==> src/rtl/program_sequencer.sv <==
// rtl/program_sequencer.sv - program RAM sequencer that issues stored words to a small CPU and buffers its results
module program_sequencer #(
    parameter int n = 4
) (
    input  logic         clk,
    input  logic         rst,
    input  logic         load_valid,
    output logic         load_ready,
    input  logic [3:0]   load_addr,
    input  logic [15:0]  load_data,
    input  logic [4:0]   prog_len,
    input  logic         start,
    output logic         busy,
    output logic         done,
    output logic         halted,
    output logic         cpu_rst,
    output logic [3:0]   opcode,
    output logic [n-1:0] address,
    output logic [7:0]   myinput,
    input  logic [7:0]   myoutput,
    input  logic         s_flag,
    input  logic         z_flag,
    input  logic         c_flag,
    input  logic [3:0]   rd_addr,
    output logic [10:0]  rd_data,
    output logic [4:0]   exec_count
);

    localparam logic [3:0] IDLE_OP = 4'b0110;
    localparam logic [3:0] HLT_OP  = 4'b1111;

    typedef enum logic [1:0] {IDLE, CLEAR, RUN, DRAIN} state_t;

    state_t      state;
    logic [15:0] prog_mem [16];
    logic [10:0] res_mem  [16];

    logic [4:0]  run_len;
    logic [3:0]  cur_slot;
    logic        cur_hlt;
    logic        cur_last;
    logic        cur_iss;
    logic        wr_pend;
    logic [3:0]  wr_idx;

    logic [3:0]  nxt_slot;
    logic [15:0] nxt_word;
    logic        nxt_hlt;
    logic        nxt_last;

    assign load_ready = (state == IDLE);
    assign rd_data    = res_mem[rd_addr];

    // Look one slot ahead so the word for the next RUN cycle can be registered onto the CPU bus.
    always_comb begin
        nxt_slot = (state == CLEAR) ? 4'd0 : cur_slot + 4'd1;
        nxt_word = prog_mem[nxt_slot];
        nxt_hlt  = (nxt_word[15:12] == HLT_OP);
        nxt_last = (({1'b0, nxt_slot} + 5'd1) >= run_len);
    end

    // Program RAM write port, open only while idle.
    always_ff @(posedge clk) begin
        if (rst && load_valid && load_ready) begin
            prog_mem[load_addr] <= load_data;
        end
    end

    // Result capture: the CPU answer for a word arrives one cycle after it was issued.
    always_ff @(posedge clk) begin
        if (rst && wr_pend) begin
            res_mem[wr_idx] <= {c_flag, z_flag, s_flag, myoutput};
        end
    end

    // Run control FSM with registered CPU bus and status outputs.
    always_ff @(posedge clk) begin
        if (!rst) begin
            state      <= IDLE;
            busy       <= 1'b0;
            done       <= 1'b0;
            halted     <= 1'b0;
            exec_count <= 5'd0;
            cpu_rst    <= 1'b1;
            opcode     <= IDLE_OP;
            address    <= '0;
            myinput    <= 8'd0;
            run_len    <= 5'd16;
            cur_slot   <= 4'd0;
            cur_hlt    <= 1'b0;
            cur_last   <= 1'b0;
            cur_iss    <= 1'b0;
            wr_pend    <= 1'b0;
            wr_idx     <= 4'd0;
        end else begin
            done    <= 1'b0;
            cpu_rst <= 1'b0;
            wr_pend <= 1'b0;
            case (state)
                IDLE: begin
                    if (start) begin
                        state      <= CLEAR;
                        busy       <= 1'b1;
                        cpu_rst    <= 1'b1;
                        halted     <= 1'b0;
                        exec_count <= 5'd0;
                        cur_slot   <= 4'd0;
                        run_len    <= (prog_len == 5'd0 || prog_len > 5'd16) ? 5'd16 : prog_len;
                    end
                end
                CLEAR, RUN: begin
                    wr_pend <= (state == RUN) && cur_iss;
                    wr_idx  <= cur_slot;
                    if (state == RUN && (cur_hlt || cur_last)) begin
                        opcode  <= IDLE_OP;
                        address <= '0;
                        myinput <= 8'd0;
                        cur_iss <= 1'b0;
                        if (cur_hlt && cur_slot == 4'd0) begin
                            // nothing was issued, so there is no result left to drain
                            state <= IDLE;
                            busy  <= 1'b0;
                            done  <= 1'b1;
                        end else begin
                            state <= DRAIN;
                        end
                    end else begin
                        state    <= RUN;
                        cur_slot <= nxt_slot;
                        cur_hlt  <= nxt_hlt;
                        cur_last <= nxt_last;
                        if (nxt_hlt) begin
                            halted  <= 1'b1;
                            cur_iss <= 1'b0;
                            opcode  <= IDLE_OP;
                            address <= '0;
                            myinput <= 8'd0;
                        end else begin
                            cur_iss    <= 1'b1;
                            opcode     <= nxt_word[15:12];
                            address    <= n'(nxt_word[11:8]);
                            myinput    <= nxt_word[7:0];
                            exec_count <= exec_count + 5'd1;
                        end
                    end
                end
                DRAIN: begin
                    state <= IDLE;
                    busy  <= 1'b0;
                    done  <= 1'b1;
                end
                default: state <= IDLE;
            endcase
        end
    end

endmodule
==> config.mk <==
export PLATFORM = sky130hd
export DESIGN_NAME = program_sequencer
export DESIGN_NICKNAME = d
export VERILOG_FILES = /design/src/rtl/program_sequencer.sv
export SDC_FILE = /design/constraint.sdc
export NUM_CORES = 1
export LEC_CHECK = 0
export CAP_MARGIN = 20
export CORE_ASPECT_RATIO = 1.4
export CORE_MARGIN = 3
export CORE_UTILIZATION = 38
export CTS_CLUSTER_DIAMETER = 120
export DETAILED_ROUTE_END_ITERATION = 10
export GPL_TIMING_DRIVEN = 1
export MAX_ROUTING_LAYER = met4
export PLACE_DENSITY = 0.57
export REMOVE_ABC_BUFFERS = 1
export SYNTH_ARGS = -nofsm -noshare
export SYNTH_HDL_FRONTEND = slang
export SYNTH_SLANG_ARGS = --single-unit
export TNS_END_PERCENT = 100
==> constraint.sdc <==
create_clock -name clk -period 3.51 [get_ports clk]
set_input_delay 0.8775 -clock clk [delete_from_list [all_inputs] [get_ports clk]]
set_output_delay 0.8775 -clock clk [all_outputs]
set_load 0.02 [all_outputs]
==> PnR_summary.wiki, run 1 <==
{| class="wikitable"
! Metric !! Value
|-
| Area contributors post-synth || sky130_fd_sc_hd__edfxtp_1 (69%), sky130_fd_sc_hd__mux4_2 (7.3%), sky130_fd_sc_hd__dfxtp_1 (4.7%), sky130_fd_sc_hd__nand2_1 (2.6%), sky130_fd_sc_hd__a311oi_1 (1.6%)
|-
| First-pass DRT Iterations || 5
|-
| Pin count of the biggest net entering global routing || 59
|-
| Outcome || finished clean
|-
| Flip-flop cell with the highest count after synthesis || sky130_fd_sc_hd__edfxtp_1
|-
| Final Cycle Share || 98.1%
|-
| Global-route wire length before repair || 68.8 mm
|-
| Max-Slew Margin vs Limit || 51.9%
|-
| Top-level port count || 81
|-
| Sequential Power Share || 45.7%
|-
| Die Ht || 270 µm
|-
| Path type of the worst setup path || in2out
|-
| Final WL || 45.4 mm
|-
| Initial core utilization || 38.9%
|-
| CP max stage cell || sky130_fd_sc_hd__mux4_2
|-
| Mean Syn Cell Area || 16.4 µm²
|-
| Proportion of register bits with asynchronous set or reset after synthesis || 0%
|-
| Final core utilization || 46.5%
|-
| Number of max-slew violations in the final report || 0
|-
| HPWL after detailed placement || 28.4 mm
|-
| Post-route clock skew || 0.0200 ns
|-
| Internal Dissipation || 10,200 µW
|-
| Rows || 95
|-
| Clock edge transition at the registers on the reported setup and hold paths || 0.05 ns
|-
| Count of endpoints failing hold in the final timing report || 0
|-
| Total power per unit cell area || 618 nW/µm²
|-
| Largest fanout on the critical path || 6
|-
| Layout overhead on the synthesized area || 19.7%
|-
| Post CTS Setup Buffer Count || 0
|-
| Via/cell ratio || 5.40
|-
| Synth cell types || 64
|-
| Global placement routability congestion || 0.774
|-
| Cell Area, Placed || 20,900 µm²
|-
| Die Outline Area || 52,400 µm²
|-
| Synth Instances || 1,153
|-
| Inserted Clock Buffers || 48
|-
| TritonCTS Sinks || 476
|-
| Placement-stage worst setup slack || -0.277 ns
|-
| Psw || 3780 µW
|-
| Maximum root-to-sink buffer count || 3
|-
| Ordered cell list for the critical path || buf_6, bufbuf_16, mux4_2, mux4_2, clkdlybuf4s15_2
|-
| Max-cap violations || 0
|-
| Part of the Yosys area used for sequential elements || 73.5%
|-
| Clk_lat worst skew || 0.60 ns
|-
| Drt first-iter violations || 640
|-
| Most frequent cell on the critical path || sky130_fd_sc_hd__mux4_2
|-
| Fillers || 4,227
|-
| Number of setup violations in the final report || 0
|-
| Clock Tree Root || sky130_fd_sc_hd__clkbuf_16
|-
| Synth warn || 0
|-
| Remaining number of nets flagged by the antenna check after routing || 0
|-
| RSZ-0062 raised after global routing || false
|-
| Post-detailed-route DRC marker count || 0
|-
| Fmax || 290 MHz
|-
| Net count of the finished layout || 1,350
|-
| Data arrival, critical path || 2.57 ns
|-
| Number of I/O port buffers || 80
|-
| Aggregate global-route resource usage || 17.8%
|-
| Routed length per placed instance || 23.1 µm
|-
| CORE AREA || 48,500 µm²
|-
| Standby leakage power || 0.00739 µW
|-
| Cell taking the most area after synthesis || sky130_fd_sc_hd__edfxtp_1
|-
| Clock tree from TritonCTS || yes
|-
| Via count of the first global-routing pass || 10,900
|-
| Cell area after synthesis || 18,900 µm²
|-
| Pin slew with the least headroom to its limit || 0.722 ns
|-
| Area share of the leading cell type in the synthesized netlist || 68.8%
|-
| Crit path setup slack, layout || 0.0664 ns
|-
| CTS H-tree depth || 2
|-
| Number of flops mapped to enable cells by yosys || 432
|-
| Accumulated negative setup slack || 0 ns
|-
| CP startpoint kind || input port
|-
| DR vias || 10,600
|-
| Total global routing overflow || 0
|-
| Relative contribution of the clock network to total power || 36.3%
|-
| Finished layout cell area || 22,600 µm²
|-
| Final Critical Period || 3.44 ns
|-
| Peak ir drop on the vdd network || 0.461 mV
|-
| Number of antenna violations at the first check in global routing || 2
|-
| Seq cells post-synth || 476
|-
| Critical Path RT || 2.63 ns
|-
| Min-delay worst type || reg2reg
|-
| Kind of capture point of the worst setup path || output port
|-
| Comb pwr share || 18.0%
|-
| Layout cells sized above 1 || 19.8%
|-
| Largest stage delay on the critical path || 0.51 ns
|-
| Share of total power consumed by net switching || 27.1%
|-
| Overall die width || 194 µm
|}
[synthesized netlist by cell type (11+ instances only)]
cell type                  number
sky130_fd_sc_hd__nor3_1        16
sky130_fd_sc_hd__o21ai_0       23
sky130_fd_sc_hd__buf_2         14
sky130_fd_sc_hd__nand2_1      133
sky130_fd_sc_hd__a22oi_1       15
sky130_fd_sc_hd__edfxtp_1     432
sky130_fd_sc_hd__inv_1         15
sky130_fd_sc_hd__clkbuf_1      48
sky130_fd_sc_hd__a211oi_1      34
sky130_fd_sc_hd__mux4_2        61
sky130_fd_sc_hd__and2_1        31
sky130_fd_sc_hd__a21oi_1       11
sky130_fd_sc_hd__mux2i_1       20
sky130_fd_sc_hd__ha_1          14
sky130_fd_sc_hd__a311oi_1      34
sky130_fd_sc_hd__a31oi_1       12
sky130_fd_sc_hd__dfxtp_1       44
sky130_fd_sc_hd__a221oi_1      13
sky130_fd_sc_hd__nand3_1       19
sky130_fd_sc_hd__nor2_1        62
[logic make-up after synthesis]
| kind of cell | after synthesis | synth area share [%] |
|---|---|---|
| compound gates | 185 | 7.42 |
| xor+xnor | 4 | 0.186 |
| fa+ha+maj | 14 | 0.929 |
| buf+inv | 91 | 2.10 |
| flops | 476 | 73.5 |
| mux | 87 | 8.71 |
| simple gates | 296 | 7.17 |
[metal layers]
metal  part of all wire (%)  up-vias  global-route usage (%)
met1                     39     5415                    20.5
li1                       -     4847                       -
met5                      0        -                       -
met3                    3.8       75                    2.61
met4                    2.4        0                    5.84
met2                     55      267                    31.9
[stage by stage]
step / total power [µW] / instances / hold WS [ns]
after floorplan: 7930 / 1080 / 0.453
after global placement: 9000 / 1870 / 0.459
after detailed placement: 9030 / 1870 / 0.463
after CTS: 14100 / 1960 / 0.472
after global routing: 14600 / 1962 / 0.496
final: 13900 / 1962 / 0.468
[worst max-delay path: cells and delay by family]
kind | cells | cell delay (ns)
muxes | 2 | 0.98
buffers and inverters | 3 | 0.71
[cells in the final DEF, fill, tap and decap left out, types with 4 or more instances in the layout]
cell and count:
sky130_fd_sc_hd__o211ai_1 4, sky130_fd_sc_hd__a22oi_1 15, sky130_fd_sc_hd__nand2b_1 5, sky130_fd_sc_hd__o21ai_0 23
sky130_fd_sc_hd__nor3b_1 4, sky130_fd_sc_hd__mux2_2 6, sky130_fd_sc_hd__ha_1 14, sky130_fd_sc_hd__nor2_2 13
sky130_fd_sc_hd__clkdlybuf4s50_1 67, sky130_fd_sc_hd__clkbuf_1 13, sky130_fd_sc_hd__dlygate4sd2_1 5, sky130_fd_sc_hd__nor3_1 8
sky130_fd_sc_hd__inv_1 15, sky130_fd_sc_hd__buf_4 69, sky130_fd_sc_hd__mux4_2 61, sky130_fd_sc_hd__a31oi_1 12
sky130_fd_sc_hd__clkinv_2 7, sky130_fd_sc_hd__a21oi_1 11, sky130_fd_sc_hd__o21a_1 6, sky130_fd_sc_hd__a311oi_1 34
sky130_fd_sc_hd__buf_12 10, sky130_fd_sc_hd__a221oi_1 13, sky130_fd_sc_hd__o22ai_1 4, sky130_fd_sc_hd__mux2i_1 19
sky130_fd_sc_hd__and2_1 31, sky130_fd_sc_hd__nor3_2 8, sky130_fd_sc_hd__clkinvlp_4 4, sky130_fd_sc_hd__a211oi_1 34
sky130_fd_sc_hd__clkbuf_8 4, sky130_fd_sc_hd__edfxtp_1 432, sky130_fd_sc_hd__clkdlybuf4s15_2 4, sky130_fd_sc_hd__clkbuf_16 49
sky130_fd_sc_hd__dfxtp_1 43, sky130_fd_sc_hd__nand3_1 19, sky130_fd_sc_hd__nor2_1 49, sky130_fd_sc_hd__nand2_1 133
[state kept, by name (all words and copies together), names as in the netlist, 4 cells and up]
name,cells
exec_count,5
opcode,4
cur_slot,4
run_len,5
res_mem,176
myinput,8
prog_mem,256
wr_idx,4
address,4
[area by class of cell]
cell class	instances	area, µm²	area share, %
sequential	476	13900	61.4
multi-input combinational	586	4690	20.8
timing repair buffer	162	1580	6.98
clock buffer	66	1330	5.90
tap	630	788	3.49
clock inverter	22	238	1.05
inverter	18	75.1	0.333
antenna	2	5.00	0.0222
[timing repair]
item / 4_1_cts / 5_1_grt
resized for setup: 24 / 6
cloned: 2 / 0
setup endpoints to repair: 11 / 15
hold buffers: 0 / 0
[power by group through the flow]
stage	logic [µW]	clock network (µW)	registers, µW
floorplan	1340	0	6590
global placement	2510	0	6490
detailed placement	2540	0	6500
CTS	2550	5180	6370
global route	2760	5410	6380
finish	2520	5060	6370
[worst paths after layout]
kind | end | slack, ns | startpoint | cells after the start
worst max register to register | exec_count[0]$_SDFFE_PN0P_ | 0.25 | cur_slot[0]$_SDFFE_PN0P_ | 10
worst min register to register | address[2]$_SDFFE_PN0N_ | 0.47 | address[2]$_SDFFE_PN0N_ | 2
worst max-delay path | rd_data[7] | 0.07 | rd_addr[0] | 5
worst min-delay path | address[2]$_SDFFE_PN0N_ | 0.47 | address[2]$_SDFFE_PN0N_ | 2
No activity file was read; power rests on OpenSTA's default activity.
==> run 2, diff against run 1 <==
--- a/config.mk
+++ b/config.mk
@@ -10,6 +10,7 @@
 export CORE_MARGIN = 3
 export CORE_UTILIZATION = 38
 export CTS_CLUSTER_DIAMETER = 120
+export CTS_CLUSTER_SIZE = 8
 export DETAILED_ROUTE_END_ITERATION = 10
 export GPL_TIMING_DRIVEN = 1
 export MAX_ROUTING_LAYER = met4
==> run 2 against run 1 <==
- setup slack got worse by 0.0041 ns
- power rose by 7.4%
- clock power rose by 20%
- utilization rose by 0.90 points
- sequential share of layout area fell by 1.2 points
- final area rose by 1.9%
- die area did not move
- non-clock buffer count did not move
==> PnR_summary.wiki, run 2 (same netlist as run 1, synthesis figures left out) <==
{| class="wikitable"
! Metric !! Value
|-
| Outcome || finished clean
|-
| Clock edge transition at the registers on the reported setup and hold paths || 0.05 ns (about the same)
|-
| Crit path setup slack, layout || 0.0623 ns (-0.00405 ns)
|-
| Cell family contributing the most delay on the critical path || multiplexers
|-
| Most frequent cell on the critical path || sky130_fd_sc_hd__mux4_2
|-
| CP startpoint kind || input port
|-
| Fmax || 290 MHz (-0.12%)
|-
| Min-delay worst type || reg2reg
|-
| Fin Hold WS || 0.467 ns (-0.00101 ns)
|-
| Final core utilization || 47.4% (+0.90 points)
|-
| Finished layout cell area || 23,000 µm² (+1.9%)
|-
| Overall die width || 194 µm (unchanged)
|-
| Clk_lat worst skew || 0.59 ns (about the same)
|-
| Remaining number of nets flagged by the antenna check after routing || 0 (unchanged)
|-
| Max-cap violations || 0 (unchanged)
|-
| Total area of multi-input combinational cells || 4690 µm² (unchanged)
|-
| DR vias || 10,700 (+1.1%)
|-
| Area taken by flip-flops and latches || 13,900 µm² (unchanged)
|-
| Post-route clock skew || 0.0248 ns (+0.00477 ns)
|-
| Number of I/O port buffers || 80 (unchanged)
|-
| Via count of the first global-routing pass || 11,100 (+2.4%)
|-
| Path type of the worst setup path || in2out
|-
| Data arrival, critical path || 2.57 ns (about the same)
|-
| Cell Area, Placed || 20,900 µm² (unchanged)
|-
| Largest stage delay on the critical path || 0.49 ns (-0.02 ns)
|-
| Inserted Clock Buffers || 69 (+44%)
|-
| Largest fanout on the critical path || 6 (unchanged)
|-
| Aggregate global-route resource usage || 18.1% (+0.35 points)
|-
| Drt first-iter violations || 651 (+1.7%)
|-
| Rows || 95 (unchanged)
|-
| Total power per unit cell area || 652 nW/µm² (+5.4%)
|-
| Most common library cell in the layout ignoring fill and taps || sky130_fd_sc_hd__edfxtp_1
|-
| Post-detailed-route DRC marker count || 0 (unchanged)
|-
| Global-route wire length before repair || 69.8 mm (+1.4%)
|-
| Layout overhead on the synthesized area || 22.0%
|-
| HPWL after detailed placement || 28.4 mm (unchanged)
|-
| Number of buffer and inverter stages on the critical path || 3 (unchanged)
|-
| Via/cell ratio || 5.40 (-0.13%)
|-
| Registers with the most flip-flops || prog_mem x256, res_mem x176, myinput x8
|-
| First-pass DRT Iterations || 5 (unchanged)
|-
| Standby leakage power || 0.00758 µW (+2.7%)
|-
| Layout cells sized above 1 || 19.6% (-0.20 points)
|-
| Placement-stage worst setup slack || -0.277 ns (unchanged)
|-
| CP max stage cell || sky130_fd_sc_hd__mux4_2
|-
| Register with the most flip-flops || prog_mem
|-
| CTS H-tree depth || 3 (+1)
|-
| Final Critical Period || 3.45 ns (+0.00405 ns)
|-
| Clock Tree Root || sky130_fd_sc_hd__clkbuf_16
|-
| Die Ht || 270 µm (unchanged)
|-
| RSZ-0062 raised after global routing || false
|-
| Largest register FFs || 256 (unchanged)
|-
| Net count of the finished layout || 1,371 (+1.6%)
|-
| Maximum root-to-sink buffer count || 3 (unchanged)
|-
| Final Cycle Share || 98.2% (+0.12 points)
|-
| Global placement routability congestion || 0.774 (unchanged)
|-
| Fillers || 4,177 (-1.2%)
|-
| Ordered cell list for the critical path || buf_6, bufbuf_16, mux4_2, mux4_2, clkdlybuf4s15_2
|-
| Final WL || 46.1 mm (+1.5%)
|-
| Initial core utilization || 38.9% (unchanged)
|-
| TritonCTS Sinks || 476 (unchanged)
|-
| Max-Slew Margin vs Limit || 50.0% (-1.9 points)
|-
| Highest-count cells in the layout ignoring fill and taps || sky130_fd_sc_hd__edfxtp_1 (432), sky130_fd_sc_hd__nand2_1 (133), sky130_fd_sc_hd__clkbuf_16 (71)
|-
| Peak ir drop on the vdd network || 0.418 mV (-9.3%)
|-
| Total global routing overflow || 0 (unchanged)
|-
| Pin count of the biggest net entering global routing || 59 (unchanged)
|-
| Count of endpoints failing hold in the final timing report || 0 (unchanged)
|-
| Critical Path RT || 2.63 ns (about the same)
|-
| Accumulated negative setup slack || 0 ns (unchanged)
|-
| Die Outline Area || 52,400 µm² (unchanged)
|-
| Number of antenna violations at the first check in global routing || 2 (unchanged)
|-
| Number of max-slew violations in the final report || 0 (unchanged)
|-
| Clock tree from TritonCTS || yes
|-
| CORE AREA || 48,500 µm² (unchanged)
|-
| Routed length per placed instance || 23.2 µm (+0.32%)
|-
| Post CTS Setup Buffer Count || 0 (unchanged)
|-
| Kind of capture point of the worst setup path || output port
|-
| Top-level port count || 81 (unchanged)
|-
| Number of setup violations in the final report || 0 (unchanged)
|-
| Pin slew with the least headroom to its limit || 0.750 ns (+0.0285 ns)
|}
[run 2: cell types whose count changed in the layout (fill, tap and decap cells not counted), moves of 3 or more]
cell,before,now
sky130_fd_sc_hd__clkinv_2,7,0
sky130_fd_sc_hd__clkinvlp_4,4,0
sky130_fd_sc_hd__clkbuf_1,13,36
sky130_fd_sc_hd__clkbuf_8,4,0
sky130_fd_sc_hd__clkbuf_16,49,71
sky130_fd_sc_hd__clkinv_4,3,0
[run 2: final timing paths]
path	start	endpoint	slack [ns]	depth (start not counted)
worst max-delay path	rd_addr[0]	rd_data[8]	0.06	5
worst min-delay path	address[2]$_SDFFE_PN0N_	address[2]$_SDFFE_PN0N_	0.47	2
worst max register to register	cur_slot[0]$_SDFFE_PN0P_	exec_count[0]$_SDFFE_PN0P_	0.23	10
worst min register to register	address[2]$_SDFFE_PN0N_	address[2]$_SDFFE_PN0N_	0.47	2
[run 2: report_power, final]
group	internal [µW]	total (µW)	switching, µW
Sequential	6320	6390	70.6
Clock	3780	6070	2290
Combinational	959	2520	1570
Total	11100	15000	3920
[run 2: what timing repair did]
item,CTS,global route
gates resized for setup,24,3
gates cloned,2,0
hold buffers,0,0
setup endpoints to repair,11,18
[run 2: final cells by class]
type	instances	area share [%]
Clock buffer	107	8.31
Timing Repair Buffer	162	6.89
Clock inverter	5	0.348
Tap cell	630	3.43
Antenna cell	2	0.0218
Sequential cell	476	60.3
Multi-Input combinational cell	586	20.4
Inverter	18	0.326
[run 2: per-layer routing]
| layer | share of wire (%) | track usage (%) |
|---|---|---|
| met1 | 39 | 20.6 |
| met2 | 55 | 32.7 |
| met3 | 4.2 | 2.91 |
| met4 | 2.2 | 5.88 |
| met5 | 0 | - |
[run 2: stage by stage]
| stage | total power [µW] | instances |
|---|---|---|
| floorplan | 7930 | 1080 |
| global placement | 9000 | 1870 |
| detailed placement | 9030 | 1870 |
| CTS | 15200 | 1984 |
| finish | 15000 | 1986 |
| global route | 15600 | 1986 |
[run 2: worst min-delay path: stages, from the launching register on]
cell                      delay (ns)
sky130_fd_sc_hd__dfxtp_1        0.31
sky130_fd_sc_hd__nand2_1        0.06
sky130_fd_sc_hd__a21oi_1        0.05
==> run 3, diff against run 2 <==
--- a/config.mk
+++ b/config.mk
@@ -7,7 +7,7 @@
 export LEC_CHECK = 0
 export CAP_MARGIN = 20
 export CORE_ASPECT_RATIO = 1.4
-export CORE_MARGIN = 3
+export CORE_MARGIN = 2
 export CORE_UTILIZATION = 38
 export CTS_CLUSTER_DIAMETER = 120
 export CTS_CLUSTER_SIZE = 8
==> run 3 against run 2 <==
- count of clock-buffer cells in the layout grew 4
- sequential share of layout area grew 0.18 points
- power is 0.21% higher
- critical path type unchanged
- final area shrank 0.30%
==> PnR_summary.wiki, run 3 (same netlist as run 1, synthesis figures left out) <==
{| class="wikitable"
! Metric !! Value
|-
| Max-cap violations || 0 (unchanged)
|-
| Peak ir drop on the vdd network || 0.444 mV (+6.1%)
|-
| CORE AREA || 49,000 µm² (+1.1%)
|-
| Final core utilization || 46.8% (-0.64 points)
|-
| Outcome || finished clean
|-
| Pin count of the biggest net entering global routing || 75 (+27%)
|-
| Routed length per placed instance || 22.8 µm (-2.0%)
|-
| Post CTS Setup Buffer Count || 0 (unchanged)
|-
| Highest-count cells in the layout ignoring fill and taps || sky130_fd_sc_hd__edfxtp_1 (432), sky130_fd_sc_hd__nand2_1 (133), sky130_fd_sc_hd__buf_4 (76)
|-
| Ant. Diodes || 0 (-2)
|-
| Clock edge transition at the registers on the reported setup and hold paths || 0.05 ns (about the same)
|-
| Final Critical Period || 3.47 ns (+0.0207 ns)
|-
| Die Outline Area || 51,400 µm² (-1.8%)
|-
| Initial core utilization || 38.5% (-0.40 points)
|-
| Number of max-slew violations in the final report || 0 (unchanged)
|-
| Registers with the most flip-flops || prog_mem x256, res_mem x176, myinput x8
|-
| Reg-to-Reg End || myinput[1]$_SDFFE_PN0N_
|-
| Kind of capture point of the worst setup path || output port
|-
| Min-delay worst type || reg2reg
|-
| Via/cell ratio || 5.39 (-0.22%)
|-
| Count of endpoints failing hold in the final timing report || 0 (unchanged)
|-
| Overall die width || 192 µm (-1.0%)
|-
| Total global routing overflow || 0 (unchanged)
|-
| Rows || 96 (+1.1%)
|-
| Data arrival, critical path || 2.59 ns (+0.02 ns)
|-
| CTS H-tree depth || 3 (unchanged)
|-
| Via count of the first global-routing pass || 11,100 (+0.32%)
|-
| Standby leakage power || 0.00758 µW (about the same)
|-
| Inserted Clock Buffers || 69 (unchanged)
|-
| Clk_lat worst skew || 0.59 ns (about the same)
|-
| Clock Tree Root || sky130_fd_sc_hd__clkbuf_16
|-
| RSZ-0062 raised after global routing || false
|-
| HPWL after detailed placement || 28.3 mm (-0.26%)
|-
| Path type of the worst setup path || in2out
|-
| Clock tree from TritonCTS || yes
|-
| Crit Reg-Reg Startpoint || cur_slot[0]$_SDFFE_PN0P_
|-
| Post-route clock skew || 0.0222 ns (-0.00254 ns)
|-
| Final Cycle Share || 98.8% (+0.59 points)
|-
| Reg2Reg Setup Slack || 0.25 ns (+0.02 ns)
|-
| Net count of the finished layout || 1,373 (+0.15%)
|-
| Largest fanout on the critical path || 10 (+4)
|-
| Number of antenna violations at the first check in global routing || 0 (-2)
|-
| Global-route wire length before repair || 68.7 mm (-1.6%)
|-
| Depth of the worst register-to-register path || 13 (+3)
|-
| Critical Path RT || 2.63 ns (about the same)
|-
| Launching element of the worst setup path || rd_addr[0]
|-
| Accumulated negative setup slack || 0 ns (unchanged)
|-
| Largest register FFs || 256 (unchanged)
|-
| Total power per unit cell area || 655 nW/µm² (+0.52%)
|-
| Post-detailed-route DRC marker count || 0 (unchanged)
|-
| Remaining number of nets flagged by the antenna check after routing || 0 (unchanged)
|-
| Maximum root-to-sink buffer count || 3 (unchanged)
|-
| DR vias || 10,800 (+0.28%)
|-
| Fmax || 288 MHz (-0.60%)
|-
| Layout overhead on the synthesized area || 21.6%
|-
| First-pass DRT Iterations || 5 (unchanged)
|-
| Number of setup violations in the final report || 0 (unchanged)
|-
| Register with the most flip-flops || prog_mem
|-
| Number of I/O port buffers || 80 (unchanged)
|-
| Final WL || 45.4 mm (-1.5%)
|-
| CTS Hold Bufs || 0 (unchanged)
|-
| Aggregate global-route resource usage || 18.7% (+0.56 points)
|-
| Die Ht || 268 µm (-0.74%)
|-
| Most common library cell in the layout ignoring fill and taps || sky130_fd_sc_hd__edfxtp_1
|-
| Layout cells sized above 1 || 19.7% (+0.15 points)
|-
| Max-Slew Margin vs Limit || 51.0% (+0.96 points)
|-
| TritonCTS Sinks || 476 (unchanged)
|-
| Global placement routability congestion || 0.804 (+3.9%)
|-
| Critical Path Sink || rd_data[7]
|-
| Pin slew with the least headroom to its limit || 0.726 ns (-0.0237 ns)
|-
| Top-level port count || 81 (unchanged)
|-
| Drt first-iter violations || 677 (+4.0%)
|-
| CP startpoint kind || input port
|}
run 3: cell types whose count changed in the layout (fill, tap and decap cells not counted), sizes merged, moves of 2 or more:
cell / before / now
dlygate4sd2: 6 / 1
buf: 83 / 86
inv: 19 / 17
diode: 2 / 0
clkbuf: 107 / 117
run 3: how the worst min path moves through the flow:
stage	from	to	depth (start not counted)
global route	address[1]$_SDFFE_PN0N_	address[1]$_SDFFE_PN0N_	2
floorplan	run_len[4]$_SDFFE_PN1P_	run_len[4]$_SDFFE_PN1P_	2
detailed placement	address[2]$_SDFFE_PN0N_	address[2]$_SDFFE_PN0N_	2
finish	address[0]$_SDFFE_PN0N_	address[0]$_SDFFE_PN0N_	2
CTS	address[2]$_SDFFE_PN0N_	address[2]$_SDFFE_PN0N_	2
global placement	address[2]$_SDFFE_PN0N_	address[2]$_SDFFE_PN0N_	2
run 3: layer usage:
| layer | wire, µm | vias to the layer above | track usage, % |
|---|---|---|---|
| met5 | 0 | - | - |
| met4 | 1210 | 0 | 7.08 |
| met3 | 2180 | 88 | 2.96 |
| met2 | 24700 | 313 | 32.9 |
| met1 | 17400 | 5468 | 21.3 |
| li1 | - | 4881 | - |
run 3: timing repair:
action                     in CTS  in global routing
gates resized for setup        17                 11
hold endpoints to repair        0                  0
setup endpoints to repair      11                  8
run 3: metrics by stage:
| step | total power (µW) | std cells | setup WS, ns | cell area, µm² | hold WS [ns] |
|---|---|---|---|---|---|
| final | 15000 | 1996 | 0.0417 | 22900 | 0.466 |
| after global routing | 15600 | 1996 | 0.00205 | 22900 | 0.497 |
| after CTS | 15200 | 1996 | 0.00759 | 22900 | 0.473 |
| after detailed placement | 9000 | 1881 | -0.251 | 20900 | 0.463 |
| after global placement | 8970 | 1881 | -0.237 | 20900 | 0.455 |
| after floorplan | 7930 | 1080 | -2.89 | 18500 | 0.453 |
run 3: area by class of cell:
| class | count | area [µm²] |
|---|---|---|
| clock buffer | 111 | 1950 |
| multi-input combinational | 586 | 4680 |
| fill | 4275 | 26100 |
| sequential | 476 | 13900 |
| tap | 637 | 797 |
| inverter | 18 | 75.1 |
| timing repair buffer | 164 | 1490 |
| clock inverter | 4 | 78.8 |
run 3: worst max-delay path: stages:
cell,delay (ns)
sky130_fd_sc_hd__buf_2,0.10
sky130_fd_sc_hd__buf_12,0.15
sky130_fd_sc_hd__buf_4,0.14
sky130_fd_sc_hd__mux4_2,0.49
sky130_fd_sc_hd__mux4_2,0.48
sky130_fd_sc_hd__dlygate4sd2_1,0.34
run 3: power by group:
group          switching [µW]  total (µW)  internal [µW]
sequential               81.5        6400           6320
combinational            1510        2460            942
clock                    2320        6160           3840
total                    3920       15000          11100
